### src/rtl/mem_req_pkg.sv
// Shared types and constants for the memory request master.
// Contents:
//   state_t   - request FSM state (IDLE, REQ, RESP)
//   MEM_RD/WR - read_write encodings
//   mem_cmd_t - one queued client command {addr, wdata, rw}
package mem_req_pkg;

  localparam int MEM_ADDR_W = 32;
  localparam int MEM_DATA_W = 32;

  localparam logic MEM_RD = 1'b0;
  localparam logic MEM_WR = 1'b1;

  typedef enum logic [1:0] {
    IDLE = 2'd0,
    REQ  = 2'd1,
    RESP = 2'd2
  } state_t;

  // Command storage uses the package widths; the top casts its ports into it.
  typedef struct packed {
    logic [MEM_ADDR_W-1:0] addr;
    logic [MEM_DATA_W-1:0] wdata;
    logic                  rw;
  } mem_cmd_t;

endpackage

### src/rtl/mem_req_fifo.sv
// Synchronous command FIFO of mem_cmd_t entries.
// Ports:
//   clk, reset         - clock, synchronous active-high reset (flushes FIFO)
//   push, push_data    - write one entry (ignored when full unless popping too)
//   pop                - drop head entry (ignored when empty)
//   head               - current head entry (valid when !empty)
//   full, empty, count - occupancy status
module mem_req_fifo
  import mem_req_pkg::*;
#(
  parameter  int DEPTH = 4,
  localparam int PTR_W = $clog2(DEPTH),
  localparam int CNT_W = $clog2(DEPTH + 1)
) (
  input  logic             clk,
  input  logic             reset,
  input  logic             push,
  input  mem_cmd_t         push_data,
  input  logic             pop,
  output mem_cmd_t         head,
  output logic             full,
  output logic             empty,
  output logic [CNT_W-1:0] count
);

  mem_cmd_t         mem_q [DEPTH];
  logic [PTR_W-1:0] wr_ptr_q, wr_ptr_d;
  logic [PTR_W-1:0] rd_ptr_q, rd_ptr_d;
  logic [CNT_W-1:0] count_q, count_d;
  logic             push_ok_s;
  logic             pop_ok_s;

  assign empty = (count_q == '0);
  assign full  = (count_q == CNT_W'(DEPTH));
  assign count = count_q;
  assign head  = mem_q[rd_ptr_q];

  // Pointer and occupancy update; pointers wrap naturally since DEPTH is 2^n.
  always_comb begin
    pop_ok_s  = pop && !empty;
    // A full FIFO may still take a push in the same edge it pops.
    push_ok_s = push && (!full || pop_ok_s);
    wr_ptr_d  = wr_ptr_q;
    rd_ptr_d  = rd_ptr_q;
    count_d   = count_q;
    if (push_ok_s) begin
      wr_ptr_d = wr_ptr_q + PTR_W'(1);
    end else begin
      wr_ptr_d = wr_ptr_q;
    end
    if (pop_ok_s) begin
      rd_ptr_d = rd_ptr_q + PTR_W'(1);
    end else begin
      rd_ptr_d = rd_ptr_q;
    end
    case ({push_ok_s, pop_ok_s})
      2'b10:   count_d = count_q + CNT_W'(1);
      2'b01:   count_d = count_q - CNT_W'(1);
      default: count_d = count_q;
    endcase
  end

  // Pointer and count registers.
  always_ff @(posedge clk) begin
    if (reset) begin
      wr_ptr_q <= '0;
      rd_ptr_q <= '0;
      count_q  <= '0;
    end else begin
      wr_ptr_q <= wr_ptr_d;
      rd_ptr_q <= rd_ptr_d;
      count_q  <= count_d;
    end
  end

  // Entry storage; contents need no reset since count gates visibility.
  always_ff @(posedge clk) begin
    if (push_ok_s) begin
      mem_q[wr_ptr_q] <= push_data;
    end
  end

endmodule

### src/rtl/mem_req_master.sv
// Memory request master: queues client commands and issues them one at a
// time on the valid/ready memory bus, with a per-request timeout, returning
// one in-order response per accepted command.
// Ports:
//   clk, reset                          - clock, synchronous active-high reset
//   cmd_valid/cmd_ready/cmd_addr/
//   cmd_wdata/cmd_rw                    - client command input (cmd_ready = !full)
//   rsp_valid/rsp_ready/rsp_rdata/
//   rsp_err                             - client response (err = timed out)
//   valid/ready/address/write_data/
//   read_write/read_data                - memory controller request bus
module mem_req_master
  import mem_req_pkg::*;
#(
  parameter int ADDR_W  = 32,
  parameter int DATA_W  = 32,
  parameter int DEPTH   = 4,
  parameter int TIMEOUT = 5
) (
  input  logic              clk,
  input  logic              reset,
  input  logic              cmd_valid,
  output logic              cmd_ready,
  input  logic [ADDR_W-1:0] cmd_addr,
  input  logic [DATA_W-1:0] cmd_wdata,
  input  logic              cmd_rw,
  output logic              rsp_valid,
  input  logic              rsp_ready,
  output logic [DATA_W-1:0] rsp_rdata,
  output logic              rsp_err,
  output logic              valid,
  input  logic              ready,
  output logic [ADDR_W-1:0] address,
  output logic [DATA_W-1:0] write_data,
  output logic              read_write,
  input  logic [DATA_W-1:0] read_data
);

  localparam int CNT_W  = $clog2(DEPTH + 1);
  localparam int WAIT_W = $clog2(TIMEOUT + 1);
  // Last sampling edge that may still accept ready is launch + TIMEOUT.
  localparam logic [WAIT_W-1:0] WAIT_LAST = WAIT_W'(TIMEOUT - 1);

  state_t            state_q, state_d;
  logic [WAIT_W-1:0] wait_cnt_q, wait_cnt_d;
  logic              valid_q, valid_d;
  logic [ADDR_W-1:0] address_q, address_d;
  logic [DATA_W-1:0] write_data_q, write_data_d;
  logic              read_write_q, read_write_d;
  logic              rsp_valid_q, rsp_valid_d;
  logic [DATA_W-1:0] rsp_rdata_q, rsp_rdata_d;
  logic              rsp_err_q, rsp_err_d;

  mem_cmd_t          push_cmd_s;
  mem_cmd_t          head_cmd_s;
  logic              fifo_push_s;
  logic              fifo_pop_s;
  logic              fifo_full_s;
  logic              fifo_empty_s;
  logic [CNT_W-1:0]  fifo_level_unused;
  logic              launch_s;

  assign cmd_ready   = !fifo_full_s;
  assign fifo_push_s = cmd_valid && !fifo_full_s;

  assign push_cmd_s.addr  = MEM_ADDR_W'(cmd_addr);
  assign push_cmd_s.wdata = MEM_DATA_W'(cmd_wdata);
  assign push_cmd_s.rw    = cmd_rw;

  mem_req_fifo #(.DEPTH(DEPTH)) u_fifo (
    .clk       (clk),
    .reset     (reset),
    .push      (fifo_push_s),
    .push_data (push_cmd_s),
    .pop       (fifo_pop_s),
    .head      (head_cmd_s),
    .full      (fifo_full_s),
    .empty     (fifo_empty_s),
    .count     (fifo_level_unused)
  );

  assign valid      = valid_q;
  assign address    = address_q;
  assign write_data = write_data_q;
  assign read_write = read_write_q;
  assign rsp_valid  = rsp_valid_q;
  assign rsp_rdata  = rsp_rdata_q;
  assign rsp_err    = rsp_err_q;

  // Next-state and request/response register logic.
  always_comb begin
    state_d      = state_q;
    wait_cnt_d   = wait_cnt_q;
    valid_d      = valid_q;
    address_d    = address_q;
    write_data_d = write_data_q;
    read_write_d = read_write_q;
    rsp_valid_d  = rsp_valid_q;
    rsp_rdata_d  = rsp_rdata_q;
    rsp_err_d    = rsp_err_q;
    fifo_pop_s   = 1'b0;
    launch_s     = 1'b0;

    case (state_q)
      IDLE: begin
        launch_s = !fifo_empty_s;
      end
      REQ: begin
        if (ready) begin
          valid_d     = 1'b0;
          rsp_rdata_d = (read_write_q == MEM_WR) ? '0 : read_data;
          rsp_err_d   = 1'b0;
          rsp_valid_d = 1'b1;
          state_d     = RESP;
        end else if (wait_cnt_q == WAIT_LAST) begin
          valid_d     = 1'b0;
          rsp_rdata_d = '0;
          rsp_err_d   = 1'b1;
          rsp_valid_d = 1'b1;
          state_d     = RESP;
        end else begin
          wait_cnt_d = wait_cnt_q + WAIT_W'(1);
        end
      end
      RESP: begin
        if (rsp_ready) begin
          rsp_valid_d = 1'b0;
          state_d     = IDLE;
          // Chain straight into the next request to keep the gap at one cycle.
          launch_s    = !fifo_empty_s;
        end else begin
          rsp_valid_d = 1'b1;
        end
      end
      default: begin
        state_d = IDLE;
      end
    endcase

    // The request bus fields only ever change here, at a launch edge.
    if (launch_s) begin
      fifo_pop_s   = 1'b1;
      address_d    = ADDR_W'(head_cmd_s.addr);
      write_data_d = DATA_W'(head_cmd_s.wdata);
      read_write_d = head_cmd_s.rw;
      valid_d      = 1'b1;
      wait_cnt_d   = '0;
      state_d      = REQ;
    end else begin
      fifo_pop_s   = 1'b0;
    end
  end

  // State, request and response registers.
  always_ff @(posedge clk) begin
    if (reset) begin
      state_q      <= IDLE;
      wait_cnt_q   <= '0;
      valid_q      <= 1'b0;
      address_q    <= '0;
      write_data_q <= '0;
      read_write_q <= MEM_RD;
      rsp_valid_q  <= 1'b0;
      rsp_rdata_q  <= '0;
      rsp_err_q    <= 1'b0;
    end else begin
      state_q      <= state_d;
      wait_cnt_q   <= wait_cnt_d;
      valid_q      <= valid_d;
      address_q    <= address_d;
      write_data_q <= write_data_d;
      read_write_q <= read_write_d;
      rsp_valid_q  <= rsp_valid_d;
      rsp_rdata_q  <= rsp_rdata_d;
      rsp_err_q    <= rsp_err_d;
    end
  end

endmodule

### config.mk
export PLATFORM = sky130hd
export DESIGN_NAME = mem_req_master
export DESIGN_NICKNAME = d
export VERILOG_FILES = /design/src/rtl/mem_req_pkg.sv /design/src/rtl/mem_req_fifo.sv /design/src/rtl/mem_req_master.sv
export SDC_FILE = /design/constraint.sdc
export NUM_CORES = 1
export LEC_CHECK = 0
export CAP_MARGIN = 20
export CORE_MARGIN = 2
export CORE_UTILIZATION = 54
export DETAILED_ROUTE_END_ITERATION = 7
export PLACE_DENSITY = 0.9
export SLEW_MARGIN = 20
export SYNTH_ARGS = -nofsm -noshare
export SYNTH_HDL_FRONTEND = slang
export SYNTH_SLANG_ARGS = --single-unit
### constraint.sdc
create_clock -name clk -period 3.1 [get_ports clk]
set_input_delay 0.62 -clock clk [delete_from_list [all_inputs] [get_ports clk]]
set_output_delay 0.62 -clock clk [all_outputs]
set_load 0.02 [all_outputs]
Yosys cells after proc, flatten, opt, wreduce, memory -nomap -nowiden
Memory sizes are Yosys's and may differ from the RTL's. A register that Yosys moved wholly into a read port is not among the register bits.
Index checks and enable logic that the tools add are counted.
{"block": "classes", "n_eq_ne": 11, "order_cmp": 0, "n_shift": 0, "n_reduce_logical": 20, "add_sub_neg": 5, "multipliers": 0, "div_mod_pow": 0, "muxes": 23, "n_bitwise": 3}
{"cell": "32-bit 2-to-1 mux", "n": 3}
{"cell": "1-bit 2-to-1 mux", "n": 13}
{"cell": "3-bit AND reduction", "n": 3}
{"cell": "2-bit nonzero test", "n": 4}
{"cell": "3-bit by 1-bit adder with 3-bit output (second input constant)", "n": 2}
{"cell": "3-bit == test (second input constant)", "n": 2}
{"cell": "2-bit 2-to-1 mux", "n": 3}
{"cell": "3-bit != test (second input constant)", "n": 2}
{"cell": "2-bit one-hot mux with 3 select lines", "n": 1}
{"cell": "3-bit one-hot mux with 2 select lines", "n": 1}
{"cell": "2-bit AND reduction", "n": 3}
{"cell": "2-bit by 1-bit adder with 2-bit output (second input constant)", "n": 2}
{"cell": "2-bit by 1-bit == test with 1-bit output (second input constant)", "n": 2}
{"cell": "2-bit == test (second input constant)", "n": 2}
{"cell": "2-bit != test (second input constant)", "n": 2}
{"cell": "4-bit != test (second input constant)", "n": 1}
{"cell": "1-bit one-hot mux with 2 select lines", "n": 2}
{"cell": "1-bit logical AND", "n": 3}
{"cell": "3-bit zero test", "n": 1}
{"cell": "1-bit NOT", "n": 3}
{"cell": "3-bit nonzero test", "n": 1}
{"cell": "3-bit by 1-bit subtractor with 3-bit output (second input constant)", "n": 1}
{"cell": "1-bit zero test", "n": 2}
{"cell": "2-bit zero test", "n": 1}
{"cell": "2 further kinds", "n": 2}
{"block": "totals", "n_memories": 1, "output_inout_bits": 101, "register_bits": 47, "elab_cells": 73, "latch_bits": 0, "inputBits": 102, "rom_bits": 0, "mem_bits_rw": 260}
{"memory": "u_fifo.mem_q", "words": 4, "word_bits": 65, "read_ports": 1, "rd_clocked_by_memory_dff": 1, "wr": 1, "line_no": "mem_req_fifo.sv:26", "rtl": "mem_cmd_t mem_q [DEPTH];"}

Longest topological paths before layout
{"block": "depth", "ltp_word": 10, "mapped_depth": 11, "mapped_depth_nobuf": 9}

By module
Synthesis repeated with hierarchy kept, for this count alone.
{"block": "unflattened", "hier_cells": 888, "area_unflattened_um2": 14061.0}
{"mod": "mem_req_fifo", "instances": 1, "seq_area_each_um2": 7987.7, "cells_per_inst": 398, "area_per_inst_um2": 9885.7}
{"mod": "mem_req_master", "instances": 1, "seq_area_each_um2": 2102.0, "cells_per_inst": 490, "area_per_inst_um2": 4175.3}

Least setup slack after synthesis
Ideal clock, no wire load.
{"block": "synth_timing", "path_type": "input to register", "from": "input cmd_valid", "to": "memory u_fifo.mem_q[0][0] in the netlist's numbering, enable pin", "n_path_buf": 1, "setup_slack_ns": 0.224, "arrival_time_ns": 2.446, "required_time_ns": 2.670, "setup_time_ns": 0.430, "stages": 2, "cell_sequence": "buf_1 -> and3_1"}
{"block": "synth_between", "elab_chain_cells": 4}
{"element": "from (decl)", "line_no": "mem_req_master.sv:22", "rtl": "input logic cmd_valid,"}
{"element": "1-bit logical AND", "line_no": "mem_req_master.sv:64", "rtl": "assign fifo_push_s = cmd_valid && !fifo_full_s;"}
{"element": "1-bit logical AND", "line_no": "mem_req_fifo.sv:42", "rtl": "push_ok_s = push && (!full || pop_ok_s);"}
{"element": "1-bit 2-to-1 mux", "line_no": "mem_req_fifo.sv:78", "rtl": "if (push_ok_s) begin"}
{"element": "1-bit 2-to-1 mux (not written as such)", "line_no": "mem_req_fifo.sv:79", "rtl": "mem_q[wr_ptr_q] <= push_data;"}
{"element": "to (decl)", "line_no": "mem_req_fifo.sv:26"}
No other way between the ends.

Final worst setup path
{"block": "layout_timing", "from": "register u_fifo.count_q[2], in the netlist u_fifo.count[2]", "to": "output cmd_ready"}
{"block": "layout_between", "elab_chain_cells": 2}
{"element": "from (decl)", "line_no": "mem_req_fifo.sv:29", "rtl": "logic [CNT_W-1:0] count_q, count_d;"}
{"element": "from (signal assigned)", "line_no": "mem_req_fifo.sv:72", "rtl": "count_q <= count_d;"}
{"element": "3-bit == test", "line_no": "mem_req_fifo.sv:34", "rtl": "assign full = (count_q == CNT_W'(DEPTH));"}
{"element": "1-bit zero test", "line_no": "mem_req_master.sv:63", "rtl": "assign cmd_ready = !fifo_full_s;"}
{"element": "to (decl)", "line_no": "mem_req_master.sv:23", "rtl": "output logic cmd_ready,"}
No other way between the ends.

==> results.sh <==
export IMPL_synth_most_common_cell="edfxtp_1"
export IMPL_numCtsBuffers=38
export IMPL_final_area_um2=17900
export IMPL_drc=0
export IMPL_yosys_warnings=0
export IMPL_final_core_util_pct=68.7
export IMPL_h_tree_depth=2
export IMPL_grt_antenna_before_repair=3
export IMPL_startpoint_type="register"
export IMPL_cp_startpoint="u_fifo.count[2]"
export IMPL_rsz0062_at_grt="no"
export IMPL_power_mw=16.0
export IMPL_synth_top_area_share_pct=54.6
export IMPL_synthXorXnorAreaFrac_pct=0.123
export IMPL_worstPathArrival_ns=2.13
export IMPL_wl_um=33100
export IMPL_syn_inst=895
export IMPL_power_density_nw_per_um2=896
export IMPL_grt_pass1_wl_um=51900
export IMPL_irDropWorstVdd_uv=502
export IMPL_yosys_area_share_simple_pct=6.02
export IMPL_rrSetupSlack_ns=0.69
export IMPL_cp_end_kind="primary output"
export IMPL_cts_setup_buffers=0
export IMPL_crit_type="reg -> out"
export IMPL_finalSetupTns_ns=0
export IMPL_clk_pin_slew_ns=0.06
export IMPL_synth_flop_cell="edfxtp_1"
export IMPL_clock_tree_root_cell="clkbuf_16"
export IMPL_yosys_top_cells_area="edfxtp_1 (55%), dfxtp_1 (16%), mux4_2 (10%), a21oi_1 (3.8%), o31ai_1 (3.5%)"
export IMPL_cts_resized=0
export IMPL_cts_sinks=372
export IMPL_grt_max_degree=69
export IMPL_placementRows=59
export IMPL_status="finished, final reports clean"
export IMPL_yosysUniqueCellTypes=37
export IMPL_min_period_over_period_pct=88.8
export IMPL_nets=1179
export IMPL_die_area_um2=27800
export IMPL_synth_compound_area_share_pct=8.92
export IMPL_vias=9069
export IMPL_syn_nets=1005
export IMPL_synthMuxAreaShare_pct=10.3
export IMPL_critPathRequiredTime_ns=2.48
export IMPL_layout_area_seq_um2=10100
export IMPL_fin_crit_ns=2.75
export IMPL_finalHoldViolations=0
export IMPL_start_util_pct=54.9
export IMPL_ys_seq_area_share_pct=70.3
export IMPL_worstRegToRegCells=8
export IMPL_cap_violations=0
export IMPL_core_um2=26100
export IMPL_max_freq_ghz=0.363
export IMPL_drt_initial_drc_count=818
export IMPL_grt_ovfl_total=0
export IMPL_die_w_um=167
export IMPL_finalMaxSlewViolations=0
export IMPL_synth_async_sr_flop_share_pct=0
export IMPL_pre_cts_ws_ns=0.268
export IMPL_cts_path_max_buffers=3
export IMPL_io_pins=203
export IMPL_port_buffers=202
export IMPL_synth_seq_cells=372
export IMPL_hpwl_um=19100
export IMPL_synth_top_family_by_area="multiplexers"
export IMPL_gr_usage_all_layers_pct=23.4
export IMPL_finalSetupViolations=0
export IMPL_gp_congestion=0.783
export IMPL_synth_fa_ha_area_share_pct=0.753
export IMPL_drive_above_1_share_pct=15.5
export IMPL_fillers=1716
export IMPL_path_max_fanout=10
export IMPL_multi_input_area_um2=3790
export IMPL_tightest_slew_ns=1.01
export IMPL_wire_per_inst_um=23.0
export IMPL_grt_pass1_vias=9294
export IMPL_yosysTopAreaCell="edfxtp_1"
export IMPL_holdBufCountCts=0
export IMPL_die_y_um=167
export IMPL_layout_setup_ws_ns=0.348
export IMPL_min_path_type="reg -> reg"
export IMPL_postSynthAreaPerCell_um2=16.0
export IMPL_crit_end="cmd_ready"
export IMPL_area_growth_syn_to_layout_pct=25.2
export IMPL_slew_headroom_pct=32.4
export IMPL_cts_tree="done"
export IMPL_dpl_instance_area_um2=16600
export IMPL_via_per_inst=6.31
export IMPL_synth_common_cells="edfxtp_1 (260), dfxtp_1 (112), a21oi_1 (109)"
export IMPL_skew_ns=0.00870
export IMPL_synth_edf_count=260
export IMPL_clk_latency_ns=0.51
export IMPL_syn_cell_area_um2=14300
export IMPL_r2r_start="u_fifo.count[2]"
export IMPL_power_leakage_nw=5.80
export IMPL_first_pass_iters=5
export IMPL_r2r_end="u_fifo.count[2]"
export IMPL_ant_nets=0
area by class of cell:
class,instances,area share [%]
multi-input cells,422,21.2
clock buffers,59,6.68
well taps,335,2.34
diodes,3,0.0420
inverters,10,0.210
repair buffers,225,12.7
flip-flops and latches,372,56.2
clock inverters,11,0.539
critical path, stage by stage (launching register included):
cell and delay, ns:
dfxtp_1 0.40, or3b_2 0.59, clkdlybuf4s50_1 0.63
metal layers:
| layer | routed length [um] | vias to the layer above | GRT usage, % |
|---|---|---|---|
| met2 | 16200 | 411 | 38.2 |
| li1 | - | 3965 | - |
| met1 | 13400 | 4621 | 31.8 |
| met3 | 2660 | 72 | 5.28 |
| met5 | 0 | - | 0 |
| met4 | 797 | 0 | 7.61 |
flip-flops by register name, summed over array words and instances, names as in the netlist:
register,count
read_write,1
rsp_valid,1
valid,1
rsp_rdata,32
u_fifo.wr_ptr_q,2
state_q,2
u_fifo.mem_q,260
u_fifo.count,3
u_fifo.rd_ptr_q,2
rsp_err,1
address,32
wait_cnt_q,3
write_data,32
power breakdown:
part           leakage (nW)  switching [mW]  internal (mW)
clock network         0.636            1.82           2.75
logic                  1.86            2.61           2.12
registers              3.30           0.582           6.15
logic make-up after synthesis:
kind of cell,after synthesis
XOR/XNOR,2
flip-flops,372
AND/OR/NAND/NOR,128
AO/OA/AOI/OAI,218
multiplexers,66
buffers and inverters,101
adder cells (fa/ha/maj),8
worst min path at each step:
stage	from	endpoint	slack, ns	depth (start not counted)
2_1_floorplan	wait_cnt_q[2]	wait_cnt_q[2]	0.47	2
3_3_place_gp	write_data[4]	write_data[4]	0.45	2
3_5_place_dp	write_data[15]	write_data[15]	0.46	2
4_1_cts	write_data[15]	write_data[15]	0.47	2
5_1_grt	write_data[15]	write_data[15]	0.49	2
6_report	write_data[24]	write_data[24]	0.47	2
metrics by stage:
stage | hold WS (ns) | std cells
floorplan | 0.465 | 895
global placement | 0.455 | 1364
detailed placement | 0.462 | 1364
CTS | 0.469 | 1434
global route | 0.488 | 1434
finish | 0.468 | 1437
cell usage in the layout (no fill, tap or decap), drive strengths merged, types with 3 or more instances in the layout:
| cell type | count |
|---|---|
| a21o | 3 |
| a21oi | 109 |
| and3 | 4 |
| buf | 24 |
| clkbuf | 59 |
| clkdlybuf4s50 | 201 |
| clkinv | 8 |
| dfxtp | 112 |
| diode | 3 |
| edfxtp | 260 |
| ha | 7 |
| inv | 10 |
| mux4 | 65 |
| nand2 | 3 |
| nand2b | 3 |
| nand3 | 5 |
| nand4 | 65 |
| nand4b | 32 |
| nor2 | 5 |
| nor2b | 4 |
| o21ai | 36 |
| o31ai | 66 |
Power figures use the tool's default switching activity.
